$ cat config.mk
export PLATFORM = sky130hd
export DESIGN_NAME = c17_bist_driver_flat
export DESIGN_NICKNAME = d
export VERILOG_FILES = /design/src/rtl/c17_bist_driver_if.sv /design/src/rtl/c17_bist_driver.sv /design/src/flat_wrapper.sv
export SDC_FILE = /design/constraint.sdc
export NUM_CORES = 1
export LEC_CHECK = 0
export CAP_MARGIN = 25
export CORE_UTILIZATION = 35
export CTS_CLUSTER_SIZE = 14
export DETAILED_ROUTE_END_ITERATION = 16
export PLACE_DENSITY = 0.56
export RECOVER_POWER = 25
export SLEW_MARGIN = 40
export SYNTH_ARGS = -nofsm -noshare
export SYNTH_HDL_FRONTEND = slang
export SYNTH_SLANG_ARGS = --single-unit
$ cat constraint.sdc
create_clock -name blif_clk_net -period 2.3 [get_ports blif_clk_net]
set_clock_uncertainty 0.05 [all_clocks]
set_input_delay 0.69 -clock blif_clk_net [delete_from_list [all_inputs] [get_ports blif_clk_net]]
set_output_delay 0.69 -clock blif_clk_net [all_outputs]
set_load 0.02 [all_outputs]
$ cat src/rtl/c17_bist_driver_if.sv
// Pin bundle between the BIST driver and the c17 core plus its run/status signals.
// master is the driver side; slave is the c17 / test-controller side.
interface c17_bist_driver_if;
   logic       start;
   logic       nx22;
   logic       nx23;
   logic       nx1;
   logic       nx2;
   logic       nx3;
   logic       nx6;
   logic       nx7;
   logic       busy;
   logic       done;
   logic       pass;
   logic [7:0] sig;

   modport master (
      input  start, nx22, nx23,
      output nx1, nx2, nx3, nx6, nx7, busy, done, pass, sig
   );

   modport slave (
      output start, nx22, nx23,
      input  nx1, nx2, nx3, nx6, nx7, busy, done, pass, sig
   );
endinterface

$ cat src/rtl/c17_bist_driver.sv
// BIST driver for c17: 5-bit LFSR pattern source, 8-bit MISR response compactor,
// and a golden-signature compare at the end of each run.
module c17_bist_driver #(
   parameter int unsigned NUM_PATTERNS = 31,
   parameter logic [4:0]  SEED         = 5'b00001,
   parameter logic [7:0]  GOLDEN       = 8'h00
) (
   input logic               blif_clk_net,
   input logic               blif_reset_net,
   c17_bist_driver_if.master bus
);

   // An all-zero seed would lock the LFSR up, so fall back to 1.
   localparam logic [4:0] SeedEff = (SEED == 5'd0) ? 5'b00001 : SEED;
   localparam logic [4:0] LastCnt = 5'(NUM_PATTERNS - 1);

   typedef enum logic [1:0] {StIdle, StRun, StCheck, StDone} state_e;

   state_e     state_q, state_d;
   logic [4:0] pat_q, pat_d;
   logic [4:0] cnt_q, cnt_d;
   logic [4:0] pi_q, pi_d;
   logic [7:0] misr_q, misr_d;
   logic       busy_q, busy_d;
   logic       done_q, done_d;
   logic       pass_q, pass_d;
   logic [4:0] pat_next;

   assign pat_next = {pat_q[3:0], pat_q[4] ^ pat_q[2]};

   always_comb begin
      state_d = state_q;
      pat_d   = pat_q;
      cnt_d   = cnt_q;
      pi_d    = pi_q;
      misr_d  = misr_q;
      busy_d  = busy_q;
      done_d  = done_q;
      pass_d  = pass_q;
      unique case (state_q)
         StIdle, StDone: begin
            if (bus.start) begin
               state_d = StRun;
               pat_d   = SeedEff;
               pi_d    = SeedEff;
               cnt_d   = 5'd0;
               misr_d  = 8'h00;
               busy_d  = 1'b1;
               done_d  = 1'b0;
               pass_d  = 1'b0;
            end
         end
         StRun: begin
            // c17 is combinational, so this edge captures the response to the current vector.
            misr_d = {misr_q[6:0], misr_q[7] ^ misr_q[5] ^ misr_q[4] ^ misr_q[3]}
                     ^ {6'b0, bus.nx23, bus.nx22};
            cnt_d  = cnt_q + 5'd1;
            pat_d  = pat_next;
            pi_d   = pat_next;
            if (cnt_q == LastCnt) begin
               state_d = StCheck;
               pi_d    = 5'd0;
            end
         end
         StCheck: begin
            state_d = StDone;
            done_d  = 1'b1;
            busy_d  = 1'b0;
            pass_d  = (misr_q == GOLDEN);
         end
         default: state_d = StIdle;
      endcase
   end

   always_ff @(posedge blif_clk_net) begin
      if (blif_reset_net) begin
         state_q <= StIdle;
         pat_q   <= 5'd0;
         cnt_q   <= 5'd0;
         pi_q    <= 5'd0;
         misr_q  <= 8'h00;
         busy_q  <= 1'b0;
         done_q  <= 1'b0;
         pass_q  <= 1'b0;
      end else begin
         state_q <= state_d;
         pat_q   <= pat_d;
         cnt_q   <= cnt_d;
         pi_q    <= pi_d;
         misr_q  <= misr_d;
         busy_q  <= busy_d;
         done_q  <= done_d;
         pass_q  <= pass_d;
      end
   end

   assign bus.nx1  = pi_q[4];
   assign bus.nx2  = pi_q[3];
   assign bus.nx3  = pi_q[2];
   assign bus.nx6  = pi_q[1];
   assign bus.nx7  = pi_q[0];
   assign bus.busy = busy_q;
   assign bus.done = done_q;
   assign bus.pass = pass_q;
   assign bus.sig  = misr_q;

endmodule

$ cat src/flat_wrapper.sv
// flat-port wrapper written by rule: the top's interface ports become plain ports
module c17_bist_driver_flat 
#(
   parameter int unsigned NUM_PATTERNS = 31,
   parameter logic [4:0]  SEED         = 5'b00001,
   parameter logic [7:0]  GOLDEN       = 8'h00
)
  (blif_clk_net, blif_reset_net, bus_start, bus_nx22, bus_nx23, bus_nx1, bus_nx2, bus_nx3, bus_nx6, bus_nx7, bus_busy, bus_done, bus_pass, bus_sig);
  c17_bist_driver_if bus_i ();
  input logic blif_clk_net;
  input logic blif_reset_net;
  input wire logic [$bits(bus_i.start)-1:0] bus_start;
  input wire logic [$bits(bus_i.nx22)-1:0] bus_nx22;
  input wire logic [$bits(bus_i.nx23)-1:0] bus_nx23;
  output wire logic [$bits(bus_i.nx1)-1:0] bus_nx1;
  output wire logic [$bits(bus_i.nx2)-1:0] bus_nx2;
  output wire logic [$bits(bus_i.nx3)-1:0] bus_nx3;
  output wire logic [$bits(bus_i.nx6)-1:0] bus_nx6;
  output wire logic [$bits(bus_i.nx7)-1:0] bus_nx7;
  output wire logic [$bits(bus_i.busy)-1:0] bus_busy;
  output wire logic [$bits(bus_i.done)-1:0] bus_done;
  output wire logic [$bits(bus_i.pass)-1:0] bus_pass;
  output wire logic [$bits(bus_i.sig)-1:0] bus_sig;
  assign bus_i.start = bus_start;
  assign bus_i.nx22 = bus_nx22;
  assign bus_i.nx23 = bus_nx23;
  assign bus_nx1 = bus_i.nx1;
  assign bus_nx2 = bus_i.nx2;
  assign bus_nx3 = bus_i.nx3;
  assign bus_nx6 = bus_i.nx6;
  assign bus_nx7 = bus_i.nx7;
  assign bus_busy = bus_i.busy;
  assign bus_done = bus_i.done;
  assign bus_pass = bus_i.pass;
  assign bus_sig = bus_i.sig;
  c17_bist_driver #(.NUM_PATTERNS(NUM_PATTERNS), .SEED(SEED), .GOLDEN(GOLDEN)) u_core (.blif_clk_net(blif_clk_net), .blif_reset_net(blif_reset_net), .bus(bus_i));
endmodule
==> run_results.csv, run 1 <==
group,metric,value,unit
outcome,outcome,"finished clean",
timing,period_needed,2.16,ns
critical_path,path_buf_inv,1,
timing,fin_crit_sh,93.8,%
yosys,synthFlopType,"dfxtp_1",
cells_and_area,nets,160,
grt,grt_pass1_wl,4.23,mm
timing,slew_violations,0,
timing,relSlewSlack,76.9,%
power,power_frac_clock,19.9,%
critical_path,cpPeakStageDelay,0.64,ns
yosys,synth_area,0.00119,mm²
yosys,synthCells,126,
power,intPower,1.02,mW
floorplanning,fp.dieH,60.4,µm
detailed_routing,drc,0,
floorplanning,initial_core_util,37.8,%
critical_path,cp-end-kind,"primary output",
clocking,clkLatencyLatePin,0.33,ns
power,powerDensity,1070,mW/mm²
timing,rsz0062_at_grt,"false",
detailed_routing,vias_per_cell,5.03,
clocking,cts_buffers,3,
clocking,cts_hold_buffers,0,
power,irDropWorstVdd,644,µV
yosys,seq_area_frac_synth,47.0,%
floorplanning,core-area,0.00315,mm²
power,pwr-share-comb,42.4,%
yosys,syn_nets,136,
clocking,cts.reportedPaths.clkPinSlew,0.15,ns
flow_run,drv_cap,0,
placed_design,dp_slack,0.250,ns
floorplanning,num_rows,20,
detailed_routing,wirelength,2.46,mm
cells_and_area,layout_commonest_cell,"dfxtp_1",
critical_path,critPathTopFamily,"buffers and inverters",
timing,setup_viol,0,
timing,finalSetupTns,0,ns
detailed_routing,drt_iter0_drc,41,
floorplanning,die_x,60.4,µm
placed_design,place_congestion,0.763,
worst_hold_path,hold_class,"reg2reg",
yosys,synthArstFlopShare,0,%
yosys,syn-mean-instance-area,9.46,µm²
detailed_routing,dr_total_vias,970,
timing,fin_ws,0.142,ns
detailed_routing,drtPass1Iterations,4,
clocking,cts_resized,0,
clocking,postCtsSetupRepairBufs,0,
critical_path,slowest_stage,"clkdlybuf4s50_1",
detailed_routing,postRouteAntennaNets,0,
cells_and_area,diodes,0,
critical_path,critPathKind,"reg2out",
yosys,synth-seq-cells,28,
clocking,cts.sinks,28,
cells_and_area,syn2layout_area_growth,26.3,%
power,switching_share,37.1,%
power,p_sw,0.600,mW
power,p_seq_share,37.7,%
critical_path,crit_required,1.56,ns
critical_path,path_cells,"clkdlybuf4s50_1",
clocking,cts-root-buf,"clkbuf_4",
clocking,cts_tree,"built",
grt,grt-ovfl-total,0,
timing,hold_viol,0,
floorplanning,ios,21,
floorplanning,dieArea,0.00364,mm²
cells_and_area,final_cell_mix,"dfxtp_1 (28), nor2_1 (25), clkdlybuf4s50_1 (20), a22oi_1 (16), nand2_1 (7)",
critical_path,worst-path-max-fanout,5,
timing,max_freq,463,MHz
grt,antenna_found_initial,0,
placed_design,portBuffers,20,
grt,grt_pass1_vias,913,
placed_design,hpwl,1.73,mm
detailed_routing,wl_per_cell,12.7,µm
critical_path,arrival,1.42,ns
yosys,synth_edf_count,0,
grt,grt_use_total,15.4,%
critical_path,cp-start-kind,"flop",
yosys,ys_types,33,
power,p_leak,0.567,nW
clocking,clock_path_buffers,2,
grt,grt_max_degree,19,
timing,tightest_slew,0.347,ns
clocking,cts_max_level,1,
yosys,yosysWarningCount,0,
cells_and_area,drive_above_1_share,7.38,%
cell type report:
cell class | instances | area [µm²]
fillers | 327 | 1650
repair buffers | 24 | 240
inverters | 3 | 11.3
flip-flops and latches | 28 | 561
clock buffers | 3 | 22.5
well taps | 44 | 55.1
multi-input cells | 90 | 587
clock inverters | 1 | 30.0
path summary, 6_finish.rpt:
| kind | startpoint | to | slack, ns | cells after the start |
|---|---|---|---|---|
| setup reg to reg | u_core.state_q[0] | u_core.pi_q[1] | 0.47 | 6 |
| hold reg to reg | u_core.bus.pass | u_core.bus.pass | 0.43 | 2 |
| hold / removal | u_core.bus.pass | u_core.bus.pass | 0.43 | 2 |
| setup / recovery | u_core.bus.sig[3] | bus_sig[3] | 0.14 | 1 |
routing by layer:
metal,part of all wire (%),GRT usage (%),vias to the layer above
met5,0,0,-
met3,3.2,3.84,2
met4,0.69,1.99,0
met1,48,21.0,464
met2,48,25.1,17
li1,-,-,487
state kept, by name, indices dropped and copies added (netlist names):
register         count
u_core.bus.busy      1
u_core.bus.done      1
u_core.bus.pass      1
u_core.bus.sig       8
u_core.cnt_q         5
u_core.pat_q         5
u_core.pi_q          5
u_core.state_q       2
through the flow:
step	hold slack, ns	area (µm²)	std cells	total power [mW]	util, %
3_3_place_gp	0.404	1460	189	1.33	46.3
3_5_place_dp	0.416	1460	189	1.34	46.3
5_1_grt	0.454	1510	193	1.75	47.8
4_1_cts	0.440	1510	193	1.66	48.0
2_1_floorplan	0.421	1190	126	1.12	-
6_report	0.430	1510	193	1.62	47.8
kinds of logic after synthesis:
group           share of synthesized area (%)
mux                                      2.41
compound gates                           17.4
simple gates                             17.4
flops                                    47.0
fa+ha+maj                                5.25
buf+inv                                  3.46
xor+xnor                                 7.03
power by group through the flow:
stage / sequential (mW) / combinational (mW) / clock (mW)
6_report: 0.611 / 0.686 / 0.322
5_1_grt: 0.623 / 0.773 / 0.352
4_1_cts: 0.611 / 0.718 / 0.332
3_5_place_dp: 0.622 / 0.714 / 0
3_3_place_gp: 0.620 / 0.706 / 0
2_1_floorplan: 0.651 / 0.472 / 0
synth_stat cells, types with 2 or more instances:
library cell,n,area share (%)
inv_1,3,0.94
ha_1,5,5.2
nand4_1,3,1.6
nand2_1,7,2.2
nor2_1,25,7.9
xor2_1,6,4.4
nand2b_1,2,1.0
nor3_1,2,0.84
clkbuf_1,3,0.94
a21oi_1,5,2.1
a22oi_1,16,10
dfxtp_1,28,47
No activity file was read; power rests on OpenSTA's default activity.
==> run 2, diff against run 1 <==
--- a/config.mk
+++ b/config.mk
@@ -6,10 +6,10 @@
 export NUM_CORES = 1
 export LEC_CHECK = 0
 export CAP_MARGIN = 25
-export CORE_UTILIZATION = 35
+export CORE_UTILIZATION = 54
 export CTS_CLUSTER_SIZE = 14
 export DETAILED_ROUTE_END_ITERATION = 16
-export PLACE_DENSITY = 0.56
+export PLACE_DENSITY = 0.8
 export RECOVER_POWER = 25
 export SLEW_MARGIN = 40
 export SYNTH_ARGS = -nofsm -noshare
==> constraint.sdc (replaced) <==
create_clock -name blif_clk_net -period 2.7 [get_ports blif_clk_net]
set_clock_uncertainty 0.05 [all_clocks]
set_input_delay 0.81 -clock blif_clk_net [delete_from_list [all_inputs] [get_ports blif_clk_net]]
set_output_delay 0.81 -clock blif_clk_net [all_outputs]
set_load 0.02 [all_outputs]
==> run_results.csv, run 2 (synthesis gave the netlist of run 1 again) <==
group,metric,value,unit
power,total_power,1.35,mW
grt,grt_pass1_vias,933,
cells_and_area,seqCellArea,561,µm²
clocking,cts_max_level,1,
timing,slew_violations,0,
detailed_routing,drt_iter0_drc,15,
power,powerDensity,924,mW/mm²
power,intPower,0.845,mW
critical_path,cpPeakStageDelay,0.64,ns
floorplanning,fp.dieH,49.0,µm
placed_design,place_congestion,0.768,
grt,grt_use_total,22.4,%
power,power_frac_clock,20.0,%
timing,finalSetupTns,0,ns
power,p_sw,0.502,mW
detailed_routing,wl_per_cell,13.9,µm
timing,tightest_slew,0.477,ns
critical_path,regToRegSetupSlack,0.82,ns
critical_path,critPathTopFamily,"buffers and inverters",
grt,grt_pass1_wl,4.08,mm
clocking,cts.reportedPaths.clkPinSlew,0.15,ns
detailed_routing,drc,0,
detailed_routing,drtPass1Iterations,4,
clocking,clkLatencyLatePin,0.32,ns
detailed_routing,dr_total_vias,946,
clocking,postCtsSetupRepairBufs,0,
timing,hold_viol,0,
critical_path,path_cells,"clkdlybuf4s50_1",
critical_path,cp-start-kind,"flop",
timing,fin_ws,0.436,ns
worst_hold_path,hold_class,"reg2reg",
detailed_routing,wirelength,2.42,mm
grt,grt-ovfl-total,0,
cells_and_area,drive_above_1_share,5.44,%
clocking,clock_path_buffers,2,
clocking,cts_buffers,3,
floorplanning,die_x,49.0,µm
critical_path,path_buf_inv,1,
detailed_routing,vias_per_cell,5.44,
power,p_leak,0.555,nW
cells_and_area,largest_reg_flops,8,
grt,antenna_found_initial,0,
cells_and_area,multiInputGateArea,584,µm²
detailed_routing,postRouteAntennaNets,0,
cells_and_area,nets,158,
timing,period_needed,2.26,ns
clocking,cts-root-buf,"clkbuf_4",
floorplanning,initial_core_util,59.0,%
floorplanning,ios,21,
critical_path,arrival,1.40,ns
timing,relSlewSlack,68.2,%
power,switching_share,37.3,%
critical_path,cp-end-kind,"primary output",
cells_and_area,syn2layout_area_growth,22.2,%
timing,max_freq,442,MHz
clocking,cts_hold_buffers,0,
critical_path,crit_required,1.84,ns
flow_run,drv_cap,0,
cells_and_area,diodes,0,
floorplanning,core-area,0.00202,mm²
critical_path,worst-path-max-fanout,5,
cells_and_area,layout_commonest_cell,"dfxtp_1",
outcome,outcome,"finished clean",
timing,rsz0062_at_grt,"false",
cells_and_area,final_cell_mix,"dfxtp_1 (28), nor2_1 (25), clkdlybuf4s50_1 (18), a22oi_1 (16), nand2_1 (7)",
power,p_seq_share,38.5,%
timing,setup_viol,0,
placed_design,dp_slack,0.325,ns
clocking,cts.sinks,28,
placed_design,hpwl,1.77,mm
power,irDropWorstVdd,647,µV
placed_design,portBuffers,20,
timing,fin_crit_sh,83.8,%
clocking,cts_tree,"built",
floorplanning,dieArea,0.00240,mm²
cells_and_area,n_fill_cell,169,
critical_path,slowest_stage,"clkdlybuf4s50_1",
floorplanning,num_rows,16,
critical_path,critPathKind,"reg2out",
grt,grt_max_degree,19,
clocking,cts_resized,0,
power,pwr-share-comb,41.4,%
==> run 2: cell types whose count changed in the layout (fill, tap and decap cells not counted) <==
| cell | delta |
|---|---|
| clkdlybuf4s50_1 | -2 |
| dlygate4sd3_1 | +2 |
| a21boi_0 | -1 |
| a21boi_1 | +1 |
| buf_12 | -1 |
| clkbuf_2 | -1 |
| nand2b_1 | +1 |
| nand2b_2 | -1 |
==> run 2: worst paths after layout <==
kind / from / endpoint / cells past startpoint
max: u_core.bus.sig[4] / bus_sig[4] / 1
min: u_core.bus.pass / u_core.bus.pass / 2
max reg2reg: u_core.state_q[0] / u_core.cnt_q[0] / 6
min reg2reg: u_core.bus.pass / u_core.bus.pass / 2
==> run 2: layer usage <==
metal	vias up	global-route usage (%)	part of all wire [%]
met5	-	0	0
met4	0	8.82	0.87
met3	2	3.74	2.8
met2	16	40.0	50
met1	439	26.4	46
li1	489	-	-
==> run 2: stage by stage <==
stage	hold slack, ns	cells	utilization (%)	instance area (µm²)
2_1_floorplan	0.421	126	-	1190
3_3_place_gp	0.405	170	69.8	1410
3_5_place_dp	0.414	170	69.8	1410
4_1_cts	0.430	174	72.4	1460
5_1_grt	0.451	174	72.1	1460
6_report	0.425	174	72.1	1460
==> run 2: final cells by class <==
class | instances | area share, %
clock buffers | 3 | 1.55
flip-flops and latches | 28 | 38.5
repair buffers | 22 | 14.8
well taps | 27 | 2.32
inverters | 3 | 0.773
clock inverters | 1 | 2.06
multi-input cells | 90 | 40.1
==> run 2: power by group through the flow <==
stage	Sequential (mW)	Combinational [mW]	Clock, mW
2_1_floorplan	0.555	0.402	0
3_3_place_gp	0.525	0.552	0
3_5_place_dp	0.529	0.572	0
4_1_cts	0.520	0.577	0.278
5_1_grt	0.527	0.619	0.285
6_report	0.519	0.558	0.270
==> run 3, diff against run 2 <==
--- a/config.mk
+++ b/config.mk
@@ -6,10 +6,10 @@
 export NUM_CORES = 1
 export LEC_CHECK = 0
 export CAP_MARGIN = 25
-export CORE_UTILIZATION = 54
+export CORE_UTILIZATION = 50
 export CTS_CLUSTER_SIZE = 14
 export DETAILED_ROUTE_END_ITERATION = 16
-export PLACE_DENSITY = 0.8
+export PLACE_DENSITY = 0.75
 export RECOVER_POWER = 25
 export SLEW_MARGIN = 40
 export SYNTH_ARGS = -nofsm -noshare
==> constraint.sdc (replaced) <==
create_clock -name blif_clk_net -period 2.15 [get_ports blif_clk_net]
set_clock_uncertainty 0.05 [all_clocks]
set_input_delay 0.645 -clock blif_clk_net [delete_from_list [all_inputs] [get_ports blif_clk_net]]
set_output_delay 0.645 -clock blif_clk_net [all_outputs]
set_load 0.02 [all_outputs]
==> run_results.csv, run 3 (synthesis gave the netlist of run 1 again) <==
group,metric,value,unit
grt,antenna_found_initial,0,
clocking,cts.reportedPaths.clkPinSlew,0.14,ns
placed_design,dp_slack,0.168,ns
timing,rsz0062_at_grt,"false",
clocking,cts_resized,0,
grt,met3_usage,3.57,%
critical_path,path_cells,"clkdlybuf4s50_1",
grt,met2_usage,30.0,%
clocking,cts_buffers,3,
cells_and_area,syn2layout_area_growth,24.0,%
cells_and_area,largest_reg_flops,8,
clocking,cts_tree,"built",
clocking,cts_max_level,1,
cells_and_area,nets,162,
grt,grt.busiest_layer,"met2",
clocking,clock_path_buffers,2,
power,powerDensity,1160,mW/mm²
clocking,cts-root-buf,"clkbuf_4",
floorplanning,dieArea,0.00258,mm²
floorplanning,fp.dieH,50.8,µm
detailed_routing,drc,0,
power,p_leak,0.588,nW
floorplanning,die_x,50.8,µm
critical_path,cp-end-kind,"primary output",
worst_hold_path,hold_class,"reg2reg",
clocking,cts_hold_buffers,0,
critical_path,cpPeakStageDelay,0.63,ns
timing,finalSetupTns,0,ns
floorplanning,num_rows,17,
grt,grt_use_met1,27.0,%
grt,grt_max_degree,19,
grt,grt_pass1_wl,3.69,mm
placed_design,place_congestion,0.799,
critical_path,arrival,1.36,ns
critical_path,cp-start-kind,"flop",
grt,grt_pass1_vias,814,
timing,relSlewSlack,75.8,%
critical_path,slowest_stage,"clkdlybuf4s50_1",
floorplanning,initial_core_util,53.4,%
grt,grt-ovfl-total,0,
placed_design,portBuffers,20,
timing,fin_ws,0.0954,ns
timing,period_needed,2.05,ns
power,irDropWorstVdd,810,µV
flow_run,drv_cap,0,
timing,max_freq,487,MHz
detailed_routing,postRouteAntennaNets,0,
detailed_routing,dr_total_vias,953,
cells_and_area,drive_above_1_share,8.61,%
timing,setup_viol,0,
outcome,outcome,"finished clean",
timing,hold_viol,0,
cells_and_area,layout_commonest_cell,"dfxtp_1",
clocking,cts.sinks,28,
placed_design,hpwl,1.64,mm
detailed_routing,vias_per_cell,5.32,
detailed_routing,wl_per_cell,13.2,µm
critical_path,worst-path-max-fanout,4,
cells_and_area,diodes,0,
clocking,postCtsSetupRepairBufs,0,
timing,slew_violations,0,
timing,tightest_slew,0.363,ns
detailed_routing,wirelength,2.35,mm
detailed_routing,drt_iter0_drc,19,
critical_path,crit_required,1.45,ns
grt,grt_use_total,19.6,%
critical_path,path_buf_inv,1,
floorplanning,ios,21,
timing,fin_crit_sh,95.6,%
cells_and_area,final_cell_mix,"dfxtp_1 (28), nor2_1 (25), clkdlybuf4s50_1 (17), a22oi_1 (16), nand2_1 (7)",
critical_path,critPathTopFamily,"buffers and inverters",
critical_path,critPathKind,"reg2out",
clocking,clkLatencyLatePin,0.32,ns
timing,hold_slack,0.438,ns
detailed_routing,drtPass1Iterations,4,
floorplanning,core-area,0.00223,mm²
==> run 3: cell types whose count changed in the layout (fill, tap and decap cells not counted), sizes merged <==
cell,delta
dlymetal6s2s,+1
buf,+2
dlygate4sd3,-2
clkdlybuf4s50,-1
clkbuf,+4
==> run 3: stage by stage <==
step / total power [mW] / instance area [µm²] / util (%) / instances
4_1_cts: 1.75 / 1500 / 66.9 / 179
3_3_place_gp: 1.39 / 1440 / 64.6 / 175
6_report: 1.72 / 1480 / 66.2 / 179
2_1_floorplan: 1.20 / 1190 / - / 126
5_1_grt: 1.84 / 1480 / 66.2 / 179
3_5_place_dp: 1.41 / 1440 / 64.6 / 175
==> run 3: layout make-up <==
type                    count  area [µm²]
clock inverters             1        30.0
inverters                   3        11.3
well taps                  28        35.0
multi-input cells          90         591
repair buffers             26         229
flip-flops and latches     28         561
clock buffers               3        22.5
fillers                   195         754
==> run 3: worst register-to-register path, stage by stage (launching register included) <==
cell	delay [ns]
dfxtp_1	0.42
inv_1	0.06
ha_1	0.42
mux2i_2	0.24
clkbuf_2	0.36
a22oi_1	0.15
nor2_1	0.10
==> run 3: per-layer routing <==
metal | wire length (µm) | up-vias | part of all wire [%]
met1 | 1170 | 445 | 50
met2 | 1100 | 16 | 47
met5 | 0 | - | 0
li1 | - | 490 | -
met3 | 63 | 2 | 2.7
met4 | 17 | 0 | 0.72
==> run 3: path summary, 6_finish.rpt <==
path,startpoint,to,slack [ns],cells past startpoint
min reg2reg,u_core.bus.pass,u_core.bus.pass,0.44,2
min,u_core.bus.pass,u_core.bus.pass,0.44,2
max,u_core.bus.sig[0],bus_sig[0],0.1,1
max reg2reg,u_core.state_q[0],u_core.bus.sig[3],0.29,6
==> run 3: power breakdown <==
part / switching [mW] / internal (mW)
clock: 0.148 / 0.189
sequential: 0.0573 / 0.596
combinational: 0.431 / 0.302
total: 0.636 / 1.09
